[src/rtl/ahb_pkg.sv]
// Shared AHB encodings, master FSM states and the burst-length helper.
package ahb_pkg;

  typedef enum logic [1:0] {
    TRANS_IDLE   = 2'b00,
    TRANS_BUSY   = 2'b01,
    TRANS_NONSEQ = 2'b10,
    TRANS_SEQ    = 2'b11
  } htrans_e;

  typedef enum logic [2:0] {
    BURST_SINGLE = 3'b000,
    BURST_INCR   = 3'b001,
    BURST_WRAP4  = 3'b010,
    BURST_INCR4  = 3'b011,
    BURST_WRAP8  = 3'b100,
    BURST_INCR8  = 3'b101,
    BURST_WRAP16 = 3'b110,
    BURST_INCR16 = 3'b111
  } hburst_e;

  typedef enum logic [2:0] {
    SIZE_BYTE = 3'b000,
    SIZE_HALF = 3'b001,
    SIZE_WORD = 3'b010
  } hsize_e;

  typedef enum logic [2:0] {
    IDLE,
    ADDR,
    BURST,
    LAST,
    ERR1,
    ERR2
  } state_e;

  // Undefined-length INCR is issued as a single beat.
  function automatic logic [4:0] burst_beats(input logic [2:0] burst);
    case (burst[2:1])
      2'b00:   return 5'd1;
      2'b01:   return 5'd4;
      2'b10:   return 5'd8;
      default: return 5'd16;
    endcase
  endfunction

endpackage

[src/rtl/ahb_burst_addr_gen.sv]
// Burst address arithmetic: next beat address (INCR/WRAP) and command legality
// (size, alignment, 1 KB crossing) for a command about to be accepted.
module ahb_burst_addr_gen
  import ahb_pkg::*;
#(
  parameter int ADDR_W = 32
) (
  input  logic [ADDR_W-1:0] cur_addr_i,
  input  logic [2:0]        cur_size_i,
  input  logic [2:0]        cur_burst_i,
  output logic [ADDR_W-1:0] next_addr_o,
  input  logic [9:0]        chk_addr_i,
  input  logic [2:0]        chk_size_i,
  input  logic [2:0]        chk_burst_i,
  output logic [4:0]        chk_beats_o,
  output logic              chk_reject_o
);

  localparam logic [ADDR_W-1:0] ONE = 1;

  logic [ADDR_W-1:0] step;
  logic [ADDR_W-1:0] incr_addr;
  logic [ADDR_W-1:0] cur_beats;
  logic [ADDR_W-1:0] wrap_mask;
  logic [11:0]       chk_bytes;
  logic [11:0]       chk_end;
  logic              bad_size;
  logic              misaligned;
  logic              cross_1k;

  always_comb begin
    step        = ONE << cur_size_i;
    incr_addr   = cur_addr_i + step;
    cur_beats   = {{(ADDR_W-5){1'b0}}, burst_beats(cur_burst_i)};
    wrap_mask   = (cur_beats << cur_size_i) - ONE;
    next_addr_o = incr_addr;
    // Wrapping keeps the upper bits of the aligned block and lets only the low bits roll over.
    if (cur_burst_i inside {BURST_WRAP4, BURST_WRAP8, BURST_WRAP16})
      next_addr_o = (cur_addr_i & ~wrap_mask) | (incr_addr & wrap_mask);
  end

  always_comb begin
    chk_beats_o = burst_beats(chk_burst_i);
    bad_size    = (chk_size_i > SIZE_WORD);
    case (chk_size_i)
      SIZE_HALF: misaligned = chk_addr_i[0];
      SIZE_WORD: misaligned = |chk_addr_i[1:0];
      default:   misaligned = 1'b0;
    endcase
    chk_bytes    = {7'd0, chk_beats_o} << chk_size_i[1:0];
    chk_end      = {2'b00, chk_addr_i} + chk_bytes;
    cross_1k     = chk_burst_i[0] && (chk_end > 12'd1024);
    chk_reject_o = bad_size || misaligned || cross_1k;
  end

endmodule

[src/rtl/ahb_master.sv]
// AHB-Lite burst master: accepts one command at a time, issues pipelined
// SINGLE/INCR/WRAP beats, handles wait states and two-cycle ERROR responses.
module ahb_master
  import ahb_pkg::*;
#(
  parameter int ADDR_W = 32,
  parameter int DATA_W = 32
) (
  input  logic              hclk,
  input  logic              hresetn,
  input  logic              cmd_valid,
  output logic              cmd_ready,
  input  logic              cmd_write,
  input  logic [ADDR_W-1:0] cmd_addr,
  input  logic [2:0]        cmd_size,
  input  logic [2:0]        cmd_burst,
  input  logic [DATA_W-1:0] wr_data,
  output logic              wr_ready,
  output logic [DATA_W-1:0] rd_data,
  output logic              rd_valid,
  output logic              done,
  output logic              err,
  output logic              hsel,
  output logic [ADDR_W-1:0] haddr,
  output logic              hwrite,
  output logic [2:0]        hsize,
  output logic [2:0]        hburst,
  output logic [1:0]        htrans,
  output logic [1:0]        add_offset,
  output logic [DATA_W-1:0] hwdata,
  input  logic              hready,
  input  logic [DATA_W-1:0] hrdata,
  input  logic              hresp
);

  state_e            state_q, state_d;
  logic [ADDR_W-1:0] haddr_q, haddr_d;
  logic [4:0]        rem_q, rem_d;
  logic              done_q, done_d;
  logic              err_q, err_d;
  logic              hwrite_q;
  logic [2:0]        hsize_q;
  logic [2:0]        hburst_q;
  logic [DATA_W-1:0] hwdata_q;
  logic [DATA_W-1:0] rd_data_q;
  logic              rd_valid_q;
  logic              cmd_ready_q;

  logic              accept;
  logic              addr_acc;
  logic              data_ok;
  logic              chk_reject;
  logic [4:0]        chk_beats;
  logic [ADDR_W-1:0] next_addr;
  htrans_e           trans;

  ahb_burst_addr_gen #(.ADDR_W(ADDR_W)) u_addr_gen (
    .cur_addr_i   (haddr_q),
    .cur_size_i   (hsize_q),
    .cur_burst_i  (hburst_q),
    .next_addr_o  (next_addr),
    .chk_addr_i   (cmd_addr[9:0]),
    .chk_size_i   (cmd_size),
    .chk_burst_i  (cmd_burst),
    .chk_beats_o  (chk_beats),
    .chk_reject_o (chk_reject)
  );

  // cmd_ready_q is only ever high in IDLE, so accept implies the FSM is idle.
  assign accept   = cmd_valid && cmd_ready_q;
  assign addr_acc = (state_q == ADDR || state_q == BURST) && hready;
  assign data_ok  = (state_q == BURST || state_q == LAST) && hready && !hresp;

  always_comb begin
    // NOTE: every always_comb output gets a default first so no path leaves it unassigned (no latch).
    state_d = state_q;
    haddr_d = haddr_q;
    rem_d   = rem_q;
    done_d  = 1'b0;
    err_d   = 1'b0;
    case (state_q)
      IDLE: begin
        if (accept) begin
          if (chk_reject) begin
            state_d = ERR2;
            done_d  = 1'b1;
            err_d   = 1'b1;
          end else begin
            state_d = ADDR;
            haddr_d = cmd_addr;
            rem_d   = chk_beats;
          end
        end
      end
      ADDR, BURST: begin
        if (hready) begin
          rem_d = rem_q - 5'd1;
          if (rem_q == 5'd1) begin
            state_d = LAST;
          end else begin
            state_d = BURST;
            haddr_d = next_addr;
          end
        end else if (hresp && state_q == BURST) begin
          state_d = ERR1;
        end
      end
      LAST: begin
        if (hready) begin
          state_d = IDLE;
          done_d  = 1'b1;
          err_d   = hresp;
        end else if (hresp) begin
          state_d = ERR1;
        end
      end
      ERR1: begin
        if (hready) begin
          state_d = ERR2;
          done_d  = 1'b1;
          err_d   = 1'b1;
        end
      end
      ERR2:    state_d = IDLE;
      default: state_d = IDLE;
    endcase
  end

  always_comb begin
    case (state_q)
      ADDR:    trans = TRANS_NONSEQ;
      BURST:   trans = TRANS_SEQ;
      default: trans = TRANS_IDLE;
    endcase
  end

  always_ff @(posedge hclk or negedge hresetn) begin
    if (!hresetn) begin
      state_q     <= IDLE;
      haddr_q     <= '0;
      rem_q       <= '0;
      done_q      <= 1'b0;
      err_q       <= 1'b0;
      hwrite_q    <= 1'b0;
      hsize_q     <= '0;
      hburst_q    <= '0;
      hwdata_q    <= '0;
      rd_data_q   <= '0;
      rd_valid_q  <= 1'b0;
      cmd_ready_q <= 1'b0;
    end else begin
      // NOTE: sequential state uses non-blocking assignments so every register samples pre-edge values.
      state_q     <= state_d;
      haddr_q     <= haddr_d;
      rem_q       <= rem_d;
      done_q      <= done_d;
      err_q       <= err_d;
      cmd_ready_q <= (state_d == IDLE);
      rd_valid_q  <= data_ok && !hwrite_q;
      if (accept && !chk_reject) begin
        hwrite_q <= cmd_write;
        hsize_q  <= cmd_size;
        hburst_q <= cmd_burst;
      end
      if (addr_acc && hwrite_q) hwdata_q  <= wr_data;
      if (data_ok && !hwrite_q) rd_data_q <= hrdata;
    end
  end

  assign cmd_ready  = cmd_ready_q;
  assign wr_ready   = addr_acc && hwrite_q;
  assign rd_data    = rd_data_q;
  assign rd_valid   = rd_valid_q;
  assign done       = done_q;
  assign err        = err_q;
  assign htrans     = trans;
  assign hsel       = (trans != TRANS_IDLE);
  assign haddr      = haddr_q;
  assign add_offset = haddr_q[1:0];
  assign hwrite     = hwrite_q;
  assign hsize      = hsize_q;
  assign hburst     = hburst_q;
  assign hwdata     = hwdata_q;

endmodule
[config.mk]
export PLATFORM = sky130hd
export DESIGN_NAME = ahb_master
export DESIGN_NICKNAME = d
export VERILOG_FILES = /design/src/rtl/ahb_pkg.sv /design/src/rtl/ahb_burst_addr_gen.sv /design/src/rtl/ahb_master.sv
export SDC_FILE = /design/constraint.sdc
export NUM_CORES = 1
export LEC_CHECK = 0
export CAP_MARGIN = 20
export CORE_UTILIZATION = 51
export CTS_CLUSTER_DIAMETER = 60
export CTS_CLUSTER_SIZE = 28
export DETAILED_ROUTE_END_ITERATION = 12
export HOLD_SLACK_MARGIN = 0.03
export PLACE_DENSITY_LB_ADDON = 0.1
export SYNTH_ARGS = -nofsm -noshare
export SYNTH_HDL_FRONTEND = slang
export SYNTH_SLANG_ARGS = --single-unit
export TNS_END_PERCENT = 10
[constraint.sdc]
create_clock -name hclk -period 6.8 [get_ports hclk]
set_input_delay 1.7 -clock hclk [delete_from_list [all_inputs] [get_ports hclk]]
set_output_delay 1.7 -clock hclk [all_outputs]
set_load 0.01 [all_outputs]
-- Word-level counts from Yosys, hierarchy flattened
Index checks and enable logic that the tools add are counted.
- muxes and demuxes: 29
- bitwise operators: 4
- $lt $le $gt $ge: 2
- $add $sub $neg: 4
- shifts and indexed selects: 3
- reductions and logical operators: 28
- equal/unequal tests: 18
- operator list (operator ; count):
    32-bit two-way mux ; 5
    32-bit bitwise AND ; 2
    32-bit one-hot mux with 2 select lines ; 1
    32-bit adder ; 1
    32-bit NOT ; 1
    32-bit bitwise OR ; 1
    1-bit by 3-bit left shift with 32-bit output (first input constant) ; 1
    5-bit by 3-bit left shift with 32-bit output ; 1
    32-bit by 1-bit subtractor with 32-bit output (second input constant) ; 1
    5-bit one-hot mux with 3 select lines ; 2
    3-bit two-way mux ; 7
    5-bit two-way mux ; 3
    10-bit by 12-bit adder with 12-bit output ; 1
    3-bit by 2-bit == test with 1-bit output (second input constant) ; 4
    12-bit by 11-bit > comparator with 1-bit output (second input constant) ; 1
    3-bit one-hot mux with 4 select lines ; 1
    5-bit by 2-bit left shift with 12-bit output ; 1
    5-bit one-hot mux with 2 select lines ; 1
    3-bit == test (second input constant) ; 3
    1-bit logical AND ; 9
    2-bit != test (second input constant) ; 4
    3-bit by 1-bit == test with 1-bit output (second input constant) ; 2
    3-bit zero test ; 2
    2-bit OR reduction ; 3
    16 further kinds ; 30
- input bits: 108
- output and inout bits: 113
- logic and storage cells: 100
- register bits: 115

-- Depth between registers and ports, before layout
Gate-level depths: netlist of the first run.
- word-level depth: 11
- gate-level depth with buffers: 14
- gate-level depth less buffers: 12

-- Hierarchy
A second synthesis of the first run with hierarchy kept.
- cells, all modules: 660
- area total of the unflattened synthesis: 7179.4 µm²
- by module, submodules not included (module ; area an instance (µm²) ; cells each ; seq. area each (µm²) ; instances):
    ahb_master ; 5111.2 ; 349 ; 2877.8 ; 1
    ahb_burst_addr_gen ; 2068.2 ; 311 ; 0.0 ; 1

-- Worst setup path before layout of the first run
No wires, ideal clock.
- kind: input to register
- from: in cmd_burst[1]
- to: reg with a tool-made name
- data arrival time: 4.673 ns
- cell stages on the path: 13
- required time: 6.672 ns
- setup time: 0.128 ns
- slack: 1.999 ns
- path buffers: 2
- cell sequence: clkbuf_1 nor4_1 ha_1 inv_1 fa_1 nand2_1 or4_4 a2111oi_4 o2111ai_1 a21o_1 buf_6 a21oi_1 mux2_1
- RTL lines (element ; RTL line ; RTL):
    start: declaration ; ahb_master.sv:16 ; input logic [2:0] cmd_burst,

==> key figures, run 1 <==
Placed design
  – Hpwl dp: 14.5 mm
  – Area after DPL: 9170 sq um
  – Buffers added on ports: 220
  – Cells after DPL: 1128
  – Gpl congestion: 0.884

Die
  – Die height: 118 microns
  – Chip width: 118 microns
  – Initial Util: 0.521
  – FP Rows: 42
  – Die area: 14000 sq um
  – Area of the core: 13200 sq um
  – I/O Pins: 221

STA
  – Max Fclk: 0.187 GHz
  – Unrepaired setup endpoints after global routing: false
  – Clk_skew: 0.00576 ns
  – Max-slew violation count: 0
  – Final worst path period share: 0.786
  – Max-slew headroom: 0.360
  – Final hold violation count: 0
  – Minimum clock period: 5.35 ns
  – Final TNS setup: 0 ns
  – Worst-Margin Slew: 0.958 ns
  – Min Hold Slack: 0.474 ns
  – Final Setup Violations: 0

Synth
  – #FFs+latches synth: 115
  – Synth Instances: 774
  – Ys async rst share: 1.00
  – Syn avg cell area: 8.92 sq um
  – Synthesized Nets: 904
  – Number of synthesized flops with an enable pin: 0
  – Yosys warning count: 0
  – Sequential share of the synthesized area: 0.417
  – Synth cell types: 74
  – Post-synth top flop: dfrtp_1
  – Mapped Area: 6900 sq um

Clock network
  – Hold buffers post-CTS: 0
  – Worst-path clk slew: 0.05 ns
  – Clock sinks: 115
  – # resized after CTS: 0
  – Clk root buf: clkbuf_16
  – Clk buf depth: 2
  – Setup bufs post-CTS: 0
  – Later-pin clock latency in the skew report: 0.41 ns
  – CTS tree: done
  – TritonCTS Buffers: 17
  – H-tree Lvls: 4

Finish
  – # diodes: 0
  – Layout cell share with drive strength beyond 1: 0.100
  – Commonest non-fill, non-tap cell in the layout: clkdlybuf4s50_1
  – Layout Cells excl Fill: 1162
  – Area of the multi-input gates: 3730 sq um
  – Commonest cells after routing, fill and taps aside: clkdlybuf4s50_1, nand2_1, dfrtp_1, nor2_1, a21oi_1
  – Nets: 1103
  – P&R area growth vs syn: 42.3%
  – Register area: 2880 sq um
  – Post-route cell area: 9820 sq um
  – Fill cell count: 977

Global routing
  – Largest net degree at the start of global routing: 70
  – Met2 usage: 0.519
  – Met1 Use GR: 0.366
  – Initial antenna violation count: 0
  – Met3 Track Usage GR: 0.0849
  – Gr ovfl total: 0
  – Vias in the first global route: 7019
  – GRT Total Usage: 0.308
  – First-pass GRT wire length: 34.2 mm
  – Most used routing layer: met2

Drt
  – Via density: 5.90
  – Via Count: 6859
  – DRC viols: 0
  – Pre-antenna DRT Iters: 6
  – First-iteration detailed-routing DRC count: 579
  – DRT Wirelength: 20.9 mm
  – Antenna-violating nets left: 0
  – Avg WL per Cell: 18.0 microns

Critical path
  – Slowest cell delay on critical path: 0.62 ns
  – Critical Path Fanout Max: 19
  – Slowest cell on the critical path: clkdlybuf4s50_1
  – Delay-heaviest family, CP: compound AO/OA/AOI/OAI gates
  – Critical path class: in -> reg
  – Startpoint Class: primary input
  – Arrival time worst endpoint: 5.67 ns
  – Worst Path Buf+Inv: 3
  – Crit path cell chain: clkdlybuf4s50_1, nor4_1, ha_1, inv_1, fa_1, nand2_1, or4_4, a2111oi_4, o2111ai_1, a21o_1, buf_4, a21oi_1, a2bb2oi_1
  – CP required: 7.12 ns
  – Crit end category: flop

Power
  – Peak supply drop: 0.254 mV
  – Static leakage: 4.25 nW
  – PwrDens: 464 nW/um^2

Job
  – Max_cap viols: 0

Run status
  – Status: finished clean

Worst hold path
  – Hold crit path type: reg -> reg
## worst paths after layout
path	from	to	slack, ns	cells after the start
setup / recovery	cmd_burst[1]	flop	1.45	13
min in group asynchronous	hresetn	asynchronous set/reset pin	1.30	1
hold / removal	rd_data[26]$_DFFE_PN0P_	rd_data[26]$_DFFE_PN0P_	0.47	2
setup reg to reg	hsize[0]$_DFFE_PN0P_	flop	3.23	10
hold reg to reg	rd_data[26]$_DFFE_PN0P_	rd_data[26]$_DFFE_PN0P_	0.47	2
max in group asynchronous	hresetn	hwdata[0]$_DFFE_PN0P_	4.15	2
## synth_stat cells, types with 7 or more instances
| cell type | count | share of area |
|---|---|---|
| mux2_2 | 42 | 0.069 |
| clkbuf_1 | 36 | 0.020 |
| nand2b_1 | 9 | 0.0082 |
| buf_1 | 7 | 0.0038 |
| ha_1 | 20 | 0.036 |
| o21a_1 | 7 | 0.0076 |
| nand2_1 | 135 | 0.073 |
| xnor2_1 | 9 | 0.011 |
| o21ai_0 | 23 | 0.017 |
| a31oi_1 | 9 | 0.0082 |
| a21o_1 | 7 | 0.0076 |
| and3_1 | 12 | 0.011 |
| a211oi_1 | 9 | 0.0098 |
| a2bb2oi_1 | 9 | 0.011 |
| dfrtp_1 | 115 | 0.42 |
| nand3_1 | 21 | 0.015 |
| o211ai_1 | 7 | 0.0076 |
| o22a_1 | 14 | 0.018 |
| inv_1 | 21 | 0.011 |
| nor3_1 | 14 | 0.010 |
| a21oi_1 | 58 | 0.042 |
| o22ai_1 | 10 | 0.0091 |
| a22oi_1 | 7 | 0.0076 |
| nor2_1 | 68 | 0.037 |
## final cells by class
cell class,count,share of cell area
Tap cell,176,0.0224
Sequential cell,115,0.293
Timing Repair Buffer,229,0.233
Clock buffer,24,0.0531
Multi-Input combinational cell,588,0.380
Inverter,22,0.00841
Clock inverter,8,0.00981
## stage by stage
stage | setup slack (ns) | util | total power [mW]
2_1_floorplan | 2.00 | - | 2.57
3_3_place_gp | 1.22 | 0.692 | 3.52
3_5_place_dp | 1.10 | 0.692 | 3.60
4_1_cts | 1.50 | 0.739 | 4.55
5_1_grt | 1.19 | 0.742 | 4.85
6_report | 1.45 | 0.742 | 4.56
## power by group
part,leakage [nW],switching (mW),internal [mW]
clock,0.308,0.312,0.605
combinational,2.55,1.10,1.19
sequential,1.39,0.333,1.02
## cell families after synthesis
| family | Yosys count | share of synthesized area |
|---|---|---|
| multiplexers | 49 | 0.0792 |
| buffers and inverters | 71 | 0.0422 |
| XOR/XNOR | 12 | 0.0152 |
| AO/OA/AOI/OAI | 204 | 0.207 |
| adder cells (fa/ha/maj) | 22 | 0.0421 |
| AND/OR/NAND/NOR | 301 | 0.197 |
| flip-flops | 115 | 0.417 |
## metal layers
metal / wire [microns] / up-vias
li1: - / 3180
met1: 8240 / 3288
met2: 10300 / 344
met3: 1720 / 47
met4: 597 / 0
met5: 0 / -
## worst min-delay path, delay by kind of cell, from the launching register on
kind / cells / cell delay, ns
simple gates: 2 / 0.10
flops: 1 / 0.34
(Power assumes the default switching activity.)
==> run 2: changes to the inputs <==
CORE_UTILIZATION = 47   (was 51)
clock period = 5.3 ns   (was 6.8 ns; I/O delays follow)
==> run 2 against run 1 <==
  * Critical path type unchanged
  * Clock skew rose by 0.0032 ns
  * Non-clock buffer count rose by 6
  * Design area barely moved
  * First-iteration DRC count fell by 0.52%
  * Largest power group unchanged
  * Sequential share of layout area barely moved
==> key figures, run 2 (synthesis results as in run 1) <==
Finish
  – Commonest non-fill, non-tap cell in the layout: clkdlybuf4s50_1
  – Final Util: 0.697 (-0.0446)
  – Layout Cells excl Fill: 1172 (+0.86%)
  – Post-route cell area: 9830 sq um (about the same)
  – Commonest cells after routing, fill and taps aside: clkdlybuf4s50_1, nand2_1, dfrtp_1, nor2_1, a21oi_1
  – Layout cell share with drive strength beyond 1: 0.106 (+0.00544)
  – P&R area growth vs syn: 42.4% (about the same)
  – Nets: 1109 (+0.54%)
  – # diodes: 0 (unchanged)

Clock network
  – Clk root buf: clkbuf_16
  – Worst-path clk slew: 0.06 ns (about the same)
  – Setup bufs post-CTS: 0 (unchanged)
  – Hold buffers post-CTS: 0 (unchanged)
  – Clock sinks: 115 (unchanged)
  – Clk buf depth: 2 (unchanged)
  – CTS tree: done
  – TritonCTS Buffers: 17 (unchanged)
  – # resized after CTS: 0 (unchanged)
  – H-tree Lvls: 4 (unchanged)
  – Later-pin clock latency in the skew report: 0.41 ns (about the same)

Critical path
  – Arrival time worst endpoint: 5.07 ns (-0.60 ns)
  – CP required: 5.59 ns (-1.53 ns)
  – Slowest cell on the critical path: or4_4
  – Slowest cell delay on critical path: 0.50 ns (-0.12 ns)
  – Worst Path Buf+Inv: 2 (-1)
  – Crit end category: flop
  – Critical Path Fanout Max: 12 (-7)
  – Startpoint Class: primary input
  – Delay-heaviest family, CP: compound AO/OA/AOI/OAI gates
  – Critical path class: in -> reg
  – Crit path cell chain: clkdlybuf4s50_1, nor4_1, ha_1, inv_1, fa_1, nand2_1, or4_4, a2111oi_4, o2111ai_1, a21o_1, a22oi_1, mux2_2

Drt
  – Wire length on met1: 8.26 mm (+0.34%)
  – DRC viols: 0 (unchanged)
  – Antenna-violating nets left: 0 (unchanged)
  – Wire length on met3: 1.62 mm (-5.6%)
  – Avg WL per Cell: 17.4 microns (-3.0%)
  – Top sig layer: met4
  – Via Count: 6818 (-0.60%)
  – DRT Wirelength: 20.4 mm (-2.1%)
  – Via density: 5.82 (-1.4%)
  – First-iteration detailed-routing DRC count: 576 (-0.52%)
  – Met2 routed WL: 10.1 mm (-2.2%)
  – Pre-antenna DRT Iters: 8 (+2)

Die
  – Die height: 123 microns (+4.1%)
  – Die area: 15200 sq um (+8.4%)
  – Chip width: 123 microns (+4.1%)
  – FP Rows: 43 (+2.4%)
  – Initial Util: 0.490 (-0.0315)
  – Area of the core: 14100 sq um (+6.4%)
  – I/O Pins: 221 (unchanged)

Global routing
  – Largest net degree at the start of global routing: 60 (-14%)
  – GRT Total Usage: 0.281 (-0.0268)
  – First-pass GRT wire length: 33.5 mm (-2.1%)
  – Gr ovfl total: 0 (unchanged)
  – Vias in the first global route: 6871 (-2.1%)
  – Initial antenna violation count: 0 (unchanged)

STA
  – Clk_skew: 0.00897 ns (+0.00321 ns)
  – Final TNS setup: 0 ns (unchanged)
  – Setup ws final: 0.525 ns (-0.929 ns)
  – Final Setup Violations: 0 (unchanged)
  – Worst-Margin Slew: 0.967 ns (+0.00866 ns)
  – Minimum clock period: 4.77 ns
  – Unrepaired setup endpoints after global routing: false
  – Max Fclk: 0.209 GHz
  – Max-slew headroom: 0.355 (-0.00578)
  – Final hold violation count: 0 (unchanged)
  – Final worst path period share: 0.901
  – Max-slew violation count: 0 (unchanged)

Placed design
  – Buffers added on ports: 220 (unchanged)
  – Gpl congestion: 0.852 (-3.6%)
  – DP Worst Slack: 0.155 ns (-0.945 ns)
  – Area after DPL: 9230 sq um (+0.71%)
  – Cells after DPL: 1140 (+1.1%)
  – Hpwl dp: 14.7 mm (+1.4%)

Power
  – Static leakage: 4.25 nW (about the same)
  – PwrDens: 590 nW/um^2 (+27%)
  – Peak supply drop: 0.357 mV (+40%)

Job
  – Max_cap viols: 0 (unchanged)

Worst hold path
  – Hold crit path type: reg -> reg

Run status
  – Status: finished clean
[run 2: cell types whose count changed in the layout (fill, tap and decap cells not counted), sizes merged]
cell / delta
inv: +2
clkbuf: -4
buf: +6
clkinvlp: +2
[run 2: tightest hold or removal path, delay by kind of cell, from the launching register on]
kind,cells,cell delay (ns)
flops,1,0.34
simple gates,2,0.10
[run 2: final timing paths]
path	startpoint	to	slack [ns]	cells after the start
hold / removal	rd_data[17]$_DFFE_PN0P_	rd_data[17]$_DFFE_PN0P_	0.48	2
setup reg to reg	hsize[1]$_DFFE_PN0P_	flop	1.66	10
hold reg to reg	rd_data[17]$_DFFE_PN0P_	rd_data[17]$_DFFE_PN0P_	0.48	2
setup / recovery	cmd_burst[1]	flop	0.53	12
min in group asynchronous	hresetn	asynchronous set/reset pin	0.69	1
max in group asynchronous	hresetn	state_q[2]$_DFF_PN0_	3.66	2
[run 2: final cells by class]
cell class / instances / area, sq um
Sequential cell: 115 / 2880
Clock buffer: 20 / 467
Tap cell: 180 / 225
Timing Repair Buffer: 235 / 2310
Multi-Input combinational cell: 588 / 3730
Fill cell: 1125 / 4270
Inverter: 22 / 82.6
Clock inverter: 12 / 129
[run 2: routing by layer]
layer	vias to the layer above	track usage
met5	-	0
met4	0	0.107
met3	43	0.0729
met1	3291	0.347
li1	3190	-
met2	294	0.470
[run 2: per-stage QoR]
step | total power [mW] | hold WS [ns]
5_1_grt | 6.18 | 0.499
3_5_place_dp | 4.63 | 0.463
2_1_floorplan | 3.30 | 0.506
3_3_place_gp | 4.54 | 0.458
4_1_cts | 5.81 | 0.476
6_report | 5.80 | 0.475
[run 2: where the power goes]
group	internal, mW	switching [mW]	total (mW)
Sequential	1.30	0.419	1.72
Combinational	1.53	1.39	2.92
Clock	0.729	0.421	1.15
Total	3.57	2.23	5.80
==> run 3: changes to the inputs <==
ABC_AREA = 1   (was not set)
CORE_UTILIZATION = 48   (was 47)
==> run 3 against run 2 <==
  * Setup slack better by 0.46 ns
  * Largest cell class unchanged
  * Design area rose by 2.4%
  * Synthesized cell count rose by 29%
  * Sequential share of layout area down 0.70 points
  * Combinational power decreased by 12%
  * Sequential power is 7% lower
==> key figures, run 3 <==
Synth
  – Mapped Area: 7150 sq um (+3.5%)
  – Synth cell types: 48 (-35%)
  – Syn avg cell area: 7.13 sq um (-20%)
  – Share of the synthesized area in the top cell type: 0.403 (-0.0142)
  – Synthesized Nets: 1132 (+25%)
  – Most common cell in the synthesized netlist: nand2_1
  – Ys async rst share: 1.00 (unchanged)
  – Number of synthesized flops with an enable pin: 0 (unchanged)
  – Synth area leaders: dfrtp_1, nand2_1, inv_1, nand3_1, ha_1
  – Synth Instances: 1002 (+29%)
  – #FFs+latches synth: 115 (unchanged)
  – Top post-synthesis cells by count: nand2_1, dfrtp_1, inv_1
  – Sequential share of the synthesized area: 0.403 (-0.0142)
  – Post-synth top flop: dfrtp_1
  – Synth area leader: dfrtp_1
  – Yosys warning count: 0 (unchanged)

Critical path
  – Slowest cell delay on critical path: 0.49 ns (about the same)
  – Arrival time worst endpoint: 4.67 ns (-0.40 ns)
  – Delay-heaviest family, CP: simple AND/OR/NAND/NOR gates
  – Critical path class: in -> reg
  – Critical Path Fanout Max: 36 (+24)
  – Crit path cell chain: clkdlybuf4s50_1, nor2_1, inv_1, nor2_1, ha_1, inv_1, fa_1, inv_1, nand3_1, nand2_1, nand2_1, nand2_1, nand3_1, a21oi_2, nand3_1, nand2_2, nand3_4, nand2_4, nand3_4, inv_1, nand2_1, nand2_1
  – Slowest cell on the critical path: clkdlybuf4s50_1
  – Worst Setup SP: cmd_burst[1]
  – Startpoint Class: primary input
  – Worst R2R Start: hsize[2]$_DFFE_PN0P_
  – Most frequent CP cell: nand2_1
  – Crit end category: flop
  – Worst Path Buf+Inv: 5 (+3)
  – CP required: 5.65 ns (+0.06 ns)

Global routing
  – Largest net degree at the start of global routing: 54 (-10%)
  – GRT Total Usage: 0.286 (+0.00474)
  – First-pass GRT wire length: 33.8 mm (+1.1%)
  – Vias in the first global route: 6883 (+0.17%)
  – Initial antenna violation count: 0 (unchanged)
  – Gr ovfl total: 0 (unchanged)

STA
  – Minimum clock period: 4.32 ns (-0.459 ns)
  – Final TNS setup: 0 ns (unchanged)
  – Max-slew violation count: 0 (unchanged)
  – Min Hold Slack: 0.466 ns (-0.00968 ns)
  – Worst-Margin Slew: 0.990 ns (+0.0228 ns)
  – Max Fclk: 0.232 GHz (+11%)
  – Setup ws final: 0.985 ns (+0.459 ns)
  – Final hold violation count: 0 (unchanged)
  – Final Setup Violations: 0 (unchanged)
  – Final worst path period share: 0.814 (-0.0867)
  – Max-slew headroom: 0.339 (-0.0152)
  – Unrepaired setup endpoints after global routing: false
  – Clk_skew: 0.00682 ns (-0.00215 ns)

Die
  – Chip width: 124 microns (+0.67%)
  – Initial Util: 0.492 (+0.00203)
  – FP Rows: 44 (+2.3%)
  – Die height: 124 microns (+0.67%)
  – Die area: 15400 sq um (+1.4%)
  – Area of the core: 14500 sq um (+3.1%)
  – I/O Pins: 221 (unchanged)

Clock network
  – Setup bufs post-CTS: 0 (unchanged)
  – Hold buffers post-CTS: 0 (unchanged)
  – Clk root buf: clkbuf_16
  – Worst-path clk slew: 0.06 ns (about the same)
  – Clock sinks: 115 (unchanged)
  – Later-pin clock latency in the skew report: 0.41 ns (about the same)
  – H-tree Lvls: 4 (unchanged)
  – TritonCTS Buffers: 17 (unchanged)
  – CTS tree: done
  – Clk buf depth: 2 (unchanged)
  – # resized after CTS: 0 (unchanged)

Finish
  – Area of the multi-input gates: 3740 sq um (+0.34%)
  – # diodes: 0 (unchanged)
  – Layout cell share with drive strength beyond 1: 0.0579 (-0.0480)
  – Register area: 2880 sq um (unchanged)
  – Commonest cells after routing, fill and taps aside: nand2_1, clkdlybuf4s50_1, dfrtp_1, inv_1, nand3_1
  – Commonest non-fill, non-tap cell in the layout: nand2_1
  – Fill cell count: 1264 (+12%)
  – P&R area growth vs syn: 40.9%
  – Nets: 1344 (+21%)
  – Layout Cells excl Fill: 1411 (+20%)

Drt
  – Avg WL per Cell: 15.0 microns (-14%)
  – Via density: 5.21 (-11%)
  – DRC viols: 0 (unchanged)
  – First-iteration detailed-routing DRC count: 621 (+7.8%)
  – Via Count: 7346 (+7.7%)
  – DRT Wirelength: 21.2 mm (+3.7%)
  – Antenna-violating nets left: 0 (unchanged)
  – Pre-antenna DRT Iters: 5 (-3)

Worst hold path
  – Hold crit path type: reg -> reg
  – HP Start: hwdata[3]$_DFFE_PN0P_

Power
  – Static leakage: 4.93 nW (+16%)
  – Final Total Pwr: 5.32 mW (-8.2%)
  – Peak supply drop: 0.347 mV (-2.8%)
  – PwrDens: 529 nW/um^2 (-10%)

Placed design
  – Gpl congestion: 0.961 (+13%)
  – Hpwl dp: 15.6 mm (+6.5%)
  – DP Worst Slack: 0.604 ns (+0.449 ns)
  – Cells after DPL: 1379 (+21%)
  – Buffers added on ports: 220 (unchanged)

Run status
  – Status: finished clean

Job
  – Max_cap viols: 0 (unchanged)
-- run 3: cell types whose count changed in the layout (fill, tap and decap cells not counted), sizes merged, moves of 9 or more --
cell / before / now
nand2: 136 / 410
o22a: 14 / 0
a31oi: 9 / 0
nand4: 1 / 15
a21oi: 59 / 29
inv: 23 / 102
nand2b: 9 / 0
o21ai: 24 / 61
nand3: 22 / 69
a2bb2oi: 9 / 0
buf: 16 / 7
mux2: 45 / 0
and3: 12 / 0
-- run 3: layer usage --
metal	wire [microns]	track usage	vias up
met2	10100	0.454	274
li1	-	-	3625
met1	9090	0.379	3396
met5	0	0	-
met3	1490	0.0646	51
met4	498	0.106	0
-- run 3: report_power, final --
group	switching (mW)	internal (mW)	total [mW]
clock network	0.442	0.724	1.17
logic	1.38	1.18	2.56
registers	0.360	1.24	1.60
total	2.18	3.14	5.32
-- run 3: path summary, 6_finish.rpt --
kind / cells after the start / slack (ns) / end
min in group asynchronous: 1 / 0.84 / asynchronous set/reset pin
hold reg to reg: 2 / 0.47 / hwdata[3]$_DFFE_PN0P_
hold / removal: 2 / 0.47 / hwdata[3]$_DFFE_PN0P_
setup reg to reg: 13 / 1.79 / flop
max in group asynchronous: 2 / 3.45 / hwdata[4]$_DFFE_PN0P_
setup / recovery: 22 / 0.98 / flop
-- run 3: final cells by class --
cell class | instances | share of cell area
Clock inverter | 13 | 0.0145
Multi-Input combinational cell | 756 | 0.372
Sequential cell | 115 | 0.286
Clock buffer | 19 | 0.0450
Tap cell | 184 | 0.0229
Inverter | 98 | 0.0365
Timing Repair Buffer | 226 | 0.223
-- run 3: per-stage QoR --
stage                     area [sq um]  utilization
final                            10100        0.692
after floorplan                   7150            -
after CTS                        10100        0.692
after global routing             10100        0.692
after global placement            9470        0.651
after detailed placement          9470        0.651
-- run 3: logic make-up after synthesis --
kind of cell	after synthesis	share of synthesized area
compound gates	118	0.102
simple gates	587	0.344
mux	4	0.00560
buf+inv	131	0.0744
fa+ha+maj	22	0.0406
flops	115	0.403
xor+xnor	25	0.0306
-- run 3: worst min-delay path, delay by kind of cell, from the launching register on --
| kind | cells | cell delay (ns) |
|---|---|---|
| and+or+nand+nor | 2 | 0.10 |
| DFF | 1 | 0.34 |
==> patch: new RTL, config.mk and constraints of run 1 <==
Put one more register stage on the output `err`, with the module's reset. The value now appears one clock later. The other outputs are not delayed to match.
--- a/src/rtl/ahb_master.sv
+++ b/src/rtl/ahb_master.sv
@@ -173,5 +173,11 @@
   assign rd_valid   = rd_valid_q;
   assign done       = done_q;
-  assign err        = err_q;
+  always_ff @(posedge hclk or negedge hresetn) begin
+    if (!hresetn) begin
+      err <= '0;
+    end else begin
+      err <= err_q;
+    end
+  end
   assign htrans     = trans;
   assign hsel       = (trans != TRANS_IDLE);
Check against the original RTL: not equivalent (a bounded check fails within 4 cycles, from zero or initial values and one cycle with hresetn low).
==> patch against run 1 <==
Worst hold slack got worse by 0.11 ns. Cell area decreased by 2.2%. Sequential power about the same. Count of clock-buffer cells in the layout decreased by 5. Wire length decreased by 6.1%. Total power increased by 0.73%. Clock power decreased by 0.9%. Synthesized area decreased by 2.2%. Largest cell class unchanged. Critical path depth increased by 2. Worst setup slack got worse by 0.037 ns. Sequential cell count increased by 1.
==> patch: results (changes against run 1) <==
----------------------------------------------------
[Logic synthesis]
  Cells taking the most area after synthesis ... sky130_fd_sc_hd__dfrtp_1 43%, sky130_fd_sc_hd__nand2_1 8.2%, sky130_fd_sc_hd__mux2_2 6.8% (was sky130_fd_sc_hd__dfrtp_1 42%, sky130_fd_sc_hd__nand2_1 7.3%, sky130_fd_sc_hd__mux2_2 6.9%)
  Compound-cell area share of the yosys netlist ... 0.176 (was 0.207)
  Mux contribution to synthesized area ... 0.0743 (was 0.0792)
  Adder-Cell Fraction of Synth Area ... 0.0430 (was 0.0421)

[Route]
  Number of vias per cell ... 5.70 (was 5.90)
  Met3 Wirelength ... 1630 um (was 1720 um)
  Avg WL per Cell ... 17.0 um (was 18.0 um)
  Met1 WL ... 7800 um (was 8240 um)

[Global routing]
  Number of global-route vias before repair ... 6339 (was 7019)
  Maximum number of pins on one net before global-route repair ... 65 (was 70)

[Finish]
  Multi-input gate area ... 0.00356 sq mm (was 0.00373 sq mm)
  Multi-input combinational gate total ... 585 (was 588)
  Area taken by flip-flops and latches ... 0.00290 sq mm (was 0.00288 sq mm)
  Nonclk inv count ... 21 (was 22)
  Area share of buffers outside the clock network ... 0.234 (was 0.233)
  Seq Cell Count ... 116 (was 115)

[Timing]
  Measured slew at the worst slew-check pin ... 0.934 ns (was 0.958 ns)
  Worst setup skew after layout ... 0.00556 ns (was 0.00576 ns)

[Placed design]
  Placed Cells ... 1121 (was 1128)
  Half-perimeter wire length after detailed placement ... 14000 um (was 14500 um)
  Area post-placement ... 0.00901 sq mm (was 0.00917 sq mm)

[Critical path]
  Worst-path fanout max ... 22 (was 19)

[Power]
  Max IR drop VDD ... 0.000306 V (was 0.000254 V)

[Die]
  Number of rows created at floorplan ... 41 (was 42)

[Run status]
  Run status ... finished clean (unchanged)

----------------------------------------------------
## patch: final timing paths
| check | end | depth (start not counted) | from | slack [ns] |
|---|---|---|---|---|
| hold / removal | err | 0 | err_q | 0.36 |
| setup / recovery | flop | 15 | cmd_size[1] | 1.42 |
| max in group asynchronous | hwdata[22] | 2 | hresetn | 4.21 |
| min in group asynchronous | async pin | 1 | hresetn | 1.31 |
| hold reg to reg | err | 0 | err_q | 0.36 |
| setup reg to reg | flop | 12 | hsize[0] | 3.18 |
## patch: per-layer routing
metal / track usage / vias up
met1: 0.358 / 3126
met2: 0.497 / 308
met4: 0.114 / 0
met3: 0.102 / 39
li1: - / 3102
met5: 0 / -
## patch: power by group
group	internal, uW	switching, uW	total (uW)
combinational	1180	1150	2340
clock	584	325	909
sequential	1030	322	1350
## patch: logic make-up (layout without fill, tap and decap cells)
family,count (synthesis),after routing
AOI/OAI and AO/OA,186,186
DFF,116,116
and+or+nand+nor,314,314
xor gates and xnor gates,18,18
buffers and inverters,67,280
muxes,45,45
adders and majority gates,22,22
## patch: critical path: stages
cell and delay [ns]:
sky130_fd_sc_hd__clkdlybuf4s50_1 0.59, sky130_fd_sc_hd__inv_1 0.18, sky130_fd_sc_hd__nand2_1 0.08, sky130_fd_sc_hd__or3_1 0.37, sky130_fd_sc_hd__inv_1 0.08, sky130_fd_sc_hd__ha_1 0.23
sky130_fd_sc_hd__a21oi_1 0.23, sky130_fd_sc_hd__o22ai_1 0.15, sky130_fd_sc_hd__or3_4 0.36, sky130_fd_sc_hd__a2111oi_4 0.37, sky130_fd_sc_hd__nand2_1 0.09, sky130_fd_sc_hd__a31o_1 0.48
sky130_fd_sc_hd__buf_4 0.30, sky130_fd_sc_hd__nor2_1 0.12, sky130_fd_sc_hd__mux2_2 0.34
